`src/rtl/activation_window.sv`:
```
`default_nettype none
// ============================================================================
//  Module   : activation_window
//  Purpose  : ReLU + right-shift requantization + saturation of signed
//             convolution sums, buffering SIZE*SIZE window pixels per lane
//             and emitting one packed window word per completed window for
//             the max-pooling stage.
//  Ports    : clk, rst_n      - clock, asynchronous active-low reset
//             in_valid       - OFM beat valid
//             clear          - abort a partially filled window
//             OFM            - NUM_POOLING signed OFM_BIT-wide lane sums
//             out_valid      - one-cycle pulse, ACTIVATION holds a window
//             ACTIVATION     - lane k, pixel j at [(k*SIZE*SIZE+j)*IFM_BIT]
//             sat            - some pixel of the emitted window saturated
//             busy           - window partially filled
//  Options  : ACT_ROUND_EN   - round-half-up before the shift (else truncate)
//  Revision : 1.0 - initial release
// ============================================================================
module activation_window #(
  parameter int OFM_BIT     = 29,
  parameter int IFM_BIT     = 8,
  parameter int SIZE        = 2,
  parameter int NUM_POOLING = 8,
  parameter int SHIFT       = 12
) (
  input  logic                                     clk,
  input  logic                                     rst_n,
  input  logic                                     in_valid,
  input  logic                                     clear,
  input  logic [NUM_POOLING*OFM_BIT-1:0]           OFM,
  output logic                                     out_valid,
  output logic [NUM_POOLING*SIZE*SIZE*IFM_BIT-1:0] ACTIVATION,
  output logic                                     sat,
  output logic                                     busy
);

  localparam int c_PIX = SIZE * SIZE;
  localparam int c_CW  = (c_PIX > 1) ? $clog2(c_PIX) : 1;
  localparam int c_AW  = NUM_POOLING * c_PIX * IFM_BIT;
  // One extra bit so the rounding add on a maximal positive sum cannot wrap.
  localparam int c_XW  = OFM_BIT + 1;

  localparam logic [c_CW-1:0]    c_LAST = c_CW'(c_PIX - 1);
  localparam logic [c_XW-1:0]    c_MAXV = c_XW'(2 ** (IFM_BIT - 1) - 1);
  localparam logic [IFM_BIT-1:0] c_PMAX = IFM_BIT'(2 ** (IFM_BIT - 1) - 1);
`ifdef ACT_ROUND_EN
  localparam logic [c_XW-1:0]    c_RND  = c_XW'(1) << (SHIFT - 1);
`endif

  logic [c_CW-1:0]        r_cnt;
  logic                   r_sticky;
  logic [c_AW-1:0]        r_buf;
  logic [c_AW-1:0]        r_act;
  logic                   r_valid;
  logic                   r_sat;

  logic [IFM_BIT-1:0]     w_pix [NUM_POOLING];
  logic [NUM_POOLING-1:0] w_lane_sat;
  logic [c_AW-1:0]        w_buf_next;
  logic                   w_accept;
  logic                   w_last;

  // --------------------------------------------------------------------------
  // Per-lane quantization, combinational on the incoming beat.
  // --------------------------------------------------------------------------
  for (genvar k = 0; k < NUM_POOLING; k++) begin : g_lane
    logic [OFM_BIT-1:0] w_x;
    logic [c_XW-1:0]    w_ext;
    logic [c_XW-1:0]    w_sum;
    logic [c_XW-1:0]    w_y;
    logic               w_neg;
    logic               w_ovf;

    assign w_x   = OFM[k*OFM_BIT +: OFM_BIT];
    assign w_neg = w_x[OFM_BIT-1];
    assign w_ext = {w_neg, w_x};
`ifdef ACT_ROUND_EN
    assign w_sum = w_ext + c_RND;
`else
    assign w_sum = w_ext;
`endif
    // Negative inputs are forced to zero below, so a logical shift is
    // sufficient for every value that reaches the output.
    assign w_y   = w_sum >> SHIFT;
    assign w_ovf = (w_y > c_MAXV);

    assign w_lane_sat[k] = ~w_neg & w_ovf;
    assign w_pix[k]      = w_neg ? '0 : (w_ovf ? c_PMAX : w_y[IFM_BIT-1:0]);
  end

  assign w_accept = in_valid & ~clear;
  assign w_last   = w_accept & (r_cnt == c_LAST);

  // Buffer image including the current beat; the final beat of a window is
  // taken from here so it bypasses the registered buffer.
  always_comb begin
    w_buf_next = r_buf;
    if (w_accept) begin
      for (int k = 0; k < NUM_POOLING; k++) begin
        w_buf_next[(k*c_PIX + int'(r_cnt))*IFM_BIT +: IFM_BIT] = w_pix[k];
      end
    end
  end

  always_ff @(posedge clk or negedge rst_n) begin
    if (!rst_n) begin
      r_cnt    <= '0;
      r_sticky <= 1'b0;
      r_buf    <= '0;
      r_act    <= '0;
      r_valid  <= 1'b0;
      r_sat    <= 1'b0;
    end else begin
      r_buf   <= w_buf_next;
      r_valid <= w_last;
      r_sat   <= w_last & (r_sticky | (|w_lane_sat));

      if (w_last) begin
        r_act <= w_buf_next;
      end

      if (clear) begin
        r_cnt <= '0;
      end else if (w_accept) begin
        r_cnt <= w_last ? '0 : r_cnt + 1'b1;
      end

      if (clear || w_last) begin
        r_sticky <= 1'b0;
      end else if (w_accept) begin
        r_sticky <= r_sticky | (|w_lane_sat);
      end
    end
  end

  assign out_valid  = r_valid;
  assign ACTIVATION = r_act;
  assign sat        = r_sat;
  assign busy       = (r_cnt != '0);

endmodule
`default_nettype wire

```
`config.mk`:
```
export PLATFORM = sky130hd
export DESIGN_NAME = activation_window
export DESIGN_NICKNAME = d
export VERILOG_FILES = /design/src/rtl/activation_window.sv
export SDC_FILE = /design/constraint.sdc
export NUM_CORES = 1
export LEC_CHECK = 0
export ABC_AREA = 1
export CORE_ASPECT_RATIO = 1.4
export CORE_MARGIN = 1.5
export CORE_UTILIZATION = 40
export CTS_CLUSTER_DIAMETER = 60
export DETAILED_ROUTE_END_ITERATION = 10
export GPL_TIMING_DRIVEN = 0
export SKIP_LAST_GASP = 1
export SLEW_MARGIN = 20
export SYNTH_ARGS = -nofsm -noshare
export SYNTH_HDL_FRONTEND = slang
export SYNTH_SLANG_ARGS = --single-unit
```
`constraint.sdc`:
```
create_clock -name clk -period 2.6 [get_ports clk]
set_input_delay 0.52 -clock clk [delete_from_list [all_inputs] [get_ports clk]]
set_output_delay 0.52 -clock clk [all_outputs]
set_load 0.02 [all_outputs]
```
# Word level (Yosys, flattened, before mapping)
# Index checks and enable logic that the tools add are counted.
[totals]
ram_bits = 0
regBits = 517
rom_bits = 0
output_inout_bits = 259
memories = 0
latchBits = 0
[op_classes]
n_lt_le_gt_ge = 8
div_mod_pow = 0
n_bitwise = 21
n_addsub = 16
n_mul = 0
eq_ne = 1
reduce_logical = 5
shifts = 16
n_mux = 30
[op_table]
columns = ["op", "n"]
rows = [
  ["bitwise mux 256 bit", 8],
  ["variable shift 8 x 33 -> 256 bit (first input constant)", 8],
  ["indexed part select 8 x 33 -> 256 bit", 8],
  ["two-way mux 256 bit", 1],
  ["> comparator 18 x 7 -> 1 bit (second input constant)", 8],
  ["negator 9 -> 33 bit", 4],
  ["two-way mux 8 bit", 16],
  ["negator 8 -> 33 bit", 2],
  ["negator 5 -> 33 bit", 1],
  ["negator 7 -> 33 bit", 1],
  ["adder 5 x 2 -> 6 bit (first input constant)", 4],
  ["bitwise AND 1 bit", 11],
  ["adder 4 x 2 -> 5 bit (first input constant)", 2],
  ["inverter 1 bit", 9],
  ["OR reduction 8 bit", 1],
  ["two-way mux 2 bit", 3],
  ["nonzero test 2 bit", 3],
  ["adder 3 x 2 -> 4 bit (first input constant)", 1],
  ["adder 2 x 1 -> 2 bit (second input constant)", 1],
  ["equality test 2 bit (second input constant)", 1],
  ["two-way mux 1 bit", 2],
  ["logical OR 1 bit", 1],
  ["OR 1 bit", 1],
]

# Longest topological paths before layout
[depth]
depth_word = 13
ltp_mapped = 14
depth_no_buf = 12

# Worst setup path after synthesis
# Ideal clock, no wire load.
[synth_timing]
path_kind = "flip-flop to flip-flop"
from = "reg r_cnt[0]"
to = "reg r_act[188], in the netlist ACTIVATION[188]"
stages_incl_launch_ff = 11
path_slack_ns = 0.339
arrival_time_ns = 2.196
required_time_ns = 2.534
path_cell_list = "dfrtp_1 > inv_2 > clkbuf_1 > ha_1 > inv_2 > buf_2 > buf_1 > nand3_1 > a21oi_1 > nand3_1 > nand2_1"
[synth_via]
elab_chain_cells = 11
elab_cells_between_ends = 42
[synth_rtl]
columns = ["item", "line", "source"]
rows = [
  ["start, declared", "50", "logic [c_CW-1:0] r_cnt;"],
  ["start signal, assigned", "125", "r_cnt <= w_last ? '0 : r_cnt + 1'b1;"],
  ["adder 3 x 2 -> 4 bit / negator 5 -> 33 bit (equally long branches)", "100", "w_buf_next[(k*c_PIX + int'(r_cnt))*IFM_BIT +: IFM_BIT] = w_pix[k];"],
  ["negator 7 -> 33 bit (tied with other cells)", "100", ""],
  ["indexed part select 8 x 33 -> 256 bit (tied with other cells)", "100", ""],
  ["bitwise mux 256 bit (7 in series)", "100", ""],
  ["two-way mux 256 bit", "98", "if (w_accept) begin"],
  ["end signal, assigned", "119", "r_act <= w_buf_next;"],
  ["end, declared", "53", "logic [c_AW-1:0] r_act;"],
]
# Several ways; a longest one is shown, not always the timed one.
# A chain may end at the register's enable or synchronous reset.

# Worst setup path in the final report
[layout_timing]
from = "reg r_cnt[0]"
to = "out busy"
[layout_via]
elab_chain_cells = 1
[layout_rtl]
columns = ["item", "line", "source"]
rows = [
  ["nonzero test 2 bit", "139", "assign busy = (r_cnt != '0);"],
  ["end, declared", "34", "output logic busy"],
]
# Every way passes these cells.

==> metrics.md <==
| Metric | Value |
|---|---|
| Status | `complete, no violations` |
| Core area | `59800 µm²` |
| Crit start category | `flip-flop` |
| Max-Cap Viols | `0` |
| Most Frequent Cell on Critical Path | `buf_6` |
| Placed cells | `4289` |
| First-pass GRT wire length | `152000 µm` |
| Sink Count | `502` |
| Synth unique cells | `33` |
| CTS tree | `done` |
| Setup violators final | `0` |
| Fmax | `0.388 GHz` |
| Register area | `12600 µm²` |
| Vias per std cell | `5.46` |
| Met3 WL | `7050 µm` |
| Worst reg2reg path endpoint | `ACTIVATION[62]` |
| GP Congestion | `0.969` |
| Layout cells sized above 1 | `9.67%` |
| Starting Density | `40.5%` |
| Ports | `495` |
| Wirelength, routed | `103000 µm` |
| Initial antenna violation count | `1` |
| Data required, critical path | `2.08 ns` |
| Flops & latches, synth | `502` |
| Final number of max-transition violations | `0` |
| Vias in the first global route | `23796` |
| CP Cell Sequence | `clkinv_4 > buf_8 > ha_1 > buf_6 > inv_2 > buf_6 > clkbuf_4` |
| Drt pass-1 iters | `8` |
| VDD IR-drop max | `0.512 mV` |
| Sequential fraction of the synthesis area | `51.9%` |
| Worst setup margin | `0.0199 ns` |
| Fin nets | `3789` |
| Reg-to-reg critical path startpoint | `r_cnt[0]` |
| Leading post-synthesis cells by cell area | `dfrtp_1, nand2_1, a21oi_1, nand3_1, nand4_1` |
| Clock buffer depth | `3` |
| LEAKAGE | `15.7 nW` |
| Total CTS buffers | `52` |
| Final Hold Vio Count | `0` |
| Synth Net Count | `3320` |
| Syn. warnings | `0` |
| Die W | `211 µm` |
| CP peak stage delay | `0.44 ns` |
| RSZ-0062 raised after global routing | `yes` |
| Die ar. | `62000 µm²` |
| Vias | `23998` |
| Worst-Margin Slew | `1.03 ns` |
| Final std cells w/o fill | `4398` |
| PwrDens | `789 nW/µm²` |
| Worst Path Max Fanout | `13` |
| Worst hold endpoint | `r_buf[239]` |
| Worst-path cell with the longest stage delay | `dfrtp_2` |
| Setup TNS | `0 ns` |
| Post-layout min period | `2.58 ns` |
| Setup crit end kind | `output pin` |
| DR iter-0 viols | `2257` |
| Area of the multi-input gates | `10100 µm²` |
| Crit path kind | `flip-flop to output pin` |
| Area grow syn2layout | `29.4%` |
| H-tree lvl count | `2` |
| Hpwl dp | `78800 µm` |
| FILL cells | `5720` |
| Final worst-path cycle share | `99.2%` |
| Syn Inst Count | `3076` |
| WL met1 | `39900 µm` |
| Clock Tree Root | `clkbuf_16` |
| Post-synth top area share | `51.9%` |
| Reg-to-reg slack, setup | `0.02 ns` |
| Slew Limit Headroom | `30.7%` |
| Post-Syn Area per Cell | `7.87 µm²` |
| Max Used Layer | `met4` |
| Core Rows | `106` |
| Global Route Usage Sum | `33.0%` |
| Mapped Area | `24200 µm²` |
| Clock Skews | `0.00925 ns` |
| Yosys top cell by area | `dfrtp_1` |
| Die height | `294 µm` |
| Gr ovfl total | `0` |
| Avg WL per Cell | `23.5 µm` |
| Worst-skew pair later-pin latency | `0.60 ns` |
| Hold Startpoint | `r_buf[239]` |
| Pin count of the biggest net entering global routing | `103` |
| Dpl ws | `-0.781 ns` |
| R2r worst-path depth | `10` |
| Dpl cell area | `29300 µm²` |
| Crit path DAT | `2.06 ns` |
| Antenna-violating nets left | `0` |
| Routed wl met2 | `50500 µm` |
| Hold path depth | `2` |
| IO buf count | `398` |
| Hold WC Path Type | `flip-flop to flip-flop` |
| Worst-path clk slew | `0.07 ns` |
| Design area | `31300 µm²` |
| DRC | `0` |
cell families (layout without fill, tap and decap cells):
kind of cell / count (synthesis) / in the layout / synth area share, %
fa+ha+maj: 8 / 8 / 0.414
other cells: 0 / 1 / 0
compound gates: 514 / 514 / 11.5
simple gates: 1680 / 1680 / 29.6
buf+inv: 372 / 883 / 6.53
flops: 502 / 502 / 51.9
synthesized netlist by cell type:
library cell,number
o21ai_2,3
nand2_2,8
buf_4,12
nand4_1,137
or2_2,58
a21boi_0,2
clkbuf_2,1
inv_1,138
o21ai_0,92
buf_1,28
buf_6,1
and2_0,1
o21ai_1,41
ha_1,8
nand2_1,1192
a21oi_1,319
nor2_4,5
or2_1,3
clkbuf_1,76
nor2_1,45
a21boi_1,7
clkinv_1,1
inv_2,11
nor3_2,1
nor2_2,3
buf_2,104
nor3_1,1
o22ai_1,1
and2_1,2
dfrtp_1,502
and3_1,1
nand3_1,223
a22o_1,49
where the power goes:
part	leakage, nW	total, W	internal, W	switching, W
Sequential	6.71	0.0101	0.00923	0.000846
Combinational	8.08	0.00669	0.00278	0.00391
Clock	0.882	0.00795	0.00452	0.00343
Total	15.7	0.0247	0.0165	0.00818
stage by stage:
| stage | power, W | util (%) | hold WS [ns] |
|---|---|---|---|
| final | 0.0247 | 52.4 | 0.461 |
| after global routing | 0.0258 | 52.4 | 0.493 |
| after CTS | 0.0247 | 52.1 | 0.462 |
| after detailed placement | 0.0167 | 49.0 | 0.448 |
| after global placement | 0.0166 | 48.8 | 0.439 |
| after floorplan | 0.0137 | - | 0.224 |
sequential cells by signal, summed over array words and instances (netlist names):
| name | count |
|---|---|
| ACTIVATION | 256 |
| r_buf | 241 |
| r_cnt | 2 |
| out_valid | 1 |
| r_sticky | 1 |
| sat | 1 |
per-layer routing:
metal  vias to the layer above  GRT usage, %
met5                         -             0
met4                         0          17.3
met3                       258          4.86
met2                      1144          57.0
met1                     11576          39.7
li1                      11020             -
final cells by class:
class                           instances  area share, %
Tap cell                              810           3.24
Sequential cell                       502           40.1
Clock inverter                         28          0.999
Antenna cell                            1        0.00799
Inverter                              150           1.83
Buffer                                222           3.50
Timing Repair Buffer                  415           13.5
Multi-Input combinational cell       2202           32.2
Clock buffer                           68           4.70
worst max-delay path: cells and delay by family, from the launching register on:
kind	cells	cell delay, ns
fa+ha+maj	1	0.21
buf+inv	6	0.79
flops	1	0.44
cells in the final DEF, fill, tap and decap left out, types with 12 or more instances in the layout:
cell             synthesis  routed
o21ai_0                 92      87
clkinv_2                 0      12
nand4_1                137     137
a21oi_1                319     319
clkbuf_2                 1      22
or2_2                   58      58
dfrtp_1                502     500
buf_2                  104     100
clkdlybuf4s50_1          0     396
nor2_1                  45      44
inv_1                  138     137
nand3_1                223     222
nand2_1               1192    1192
o21ai_1                 41      46
a22o_1                  49      49
clkbuf_16                0      53
buf_4                   12      24
clkbuf_1                76      61
buf_1                   28      22
what timing repair did:
item                                    in CTS  in global routing
hold endpoints to repair                    72                  0
endpoints found under the setup margin     478                248
setup buffers                                2                  9
gates resized for setup                     26                 52
hold buffers                                 1                  0
pin swaps                                    1                  1
how the worst max path moves through the flow:
stage	start	end	slack, ns	cells after the start
3_5_place_dp	r_cnt[0]	ACTIVATION[73]	-0.78	10
4_1_cts	r_cnt[0]	busy	-0.18	7
6_report	r_cnt[0]	busy	0.02	7
2_1_floorplan	r_cnt[0]	ACTIVATION[188]	0.34	10
5_1_grt	r_cnt[0]	ACTIVATION[40]	-0.05	9
3_3_place_gp	rst_n	ACTIVATION[107]	-21.32	1
Note: power is estimated with default switching activity, not from simulation.
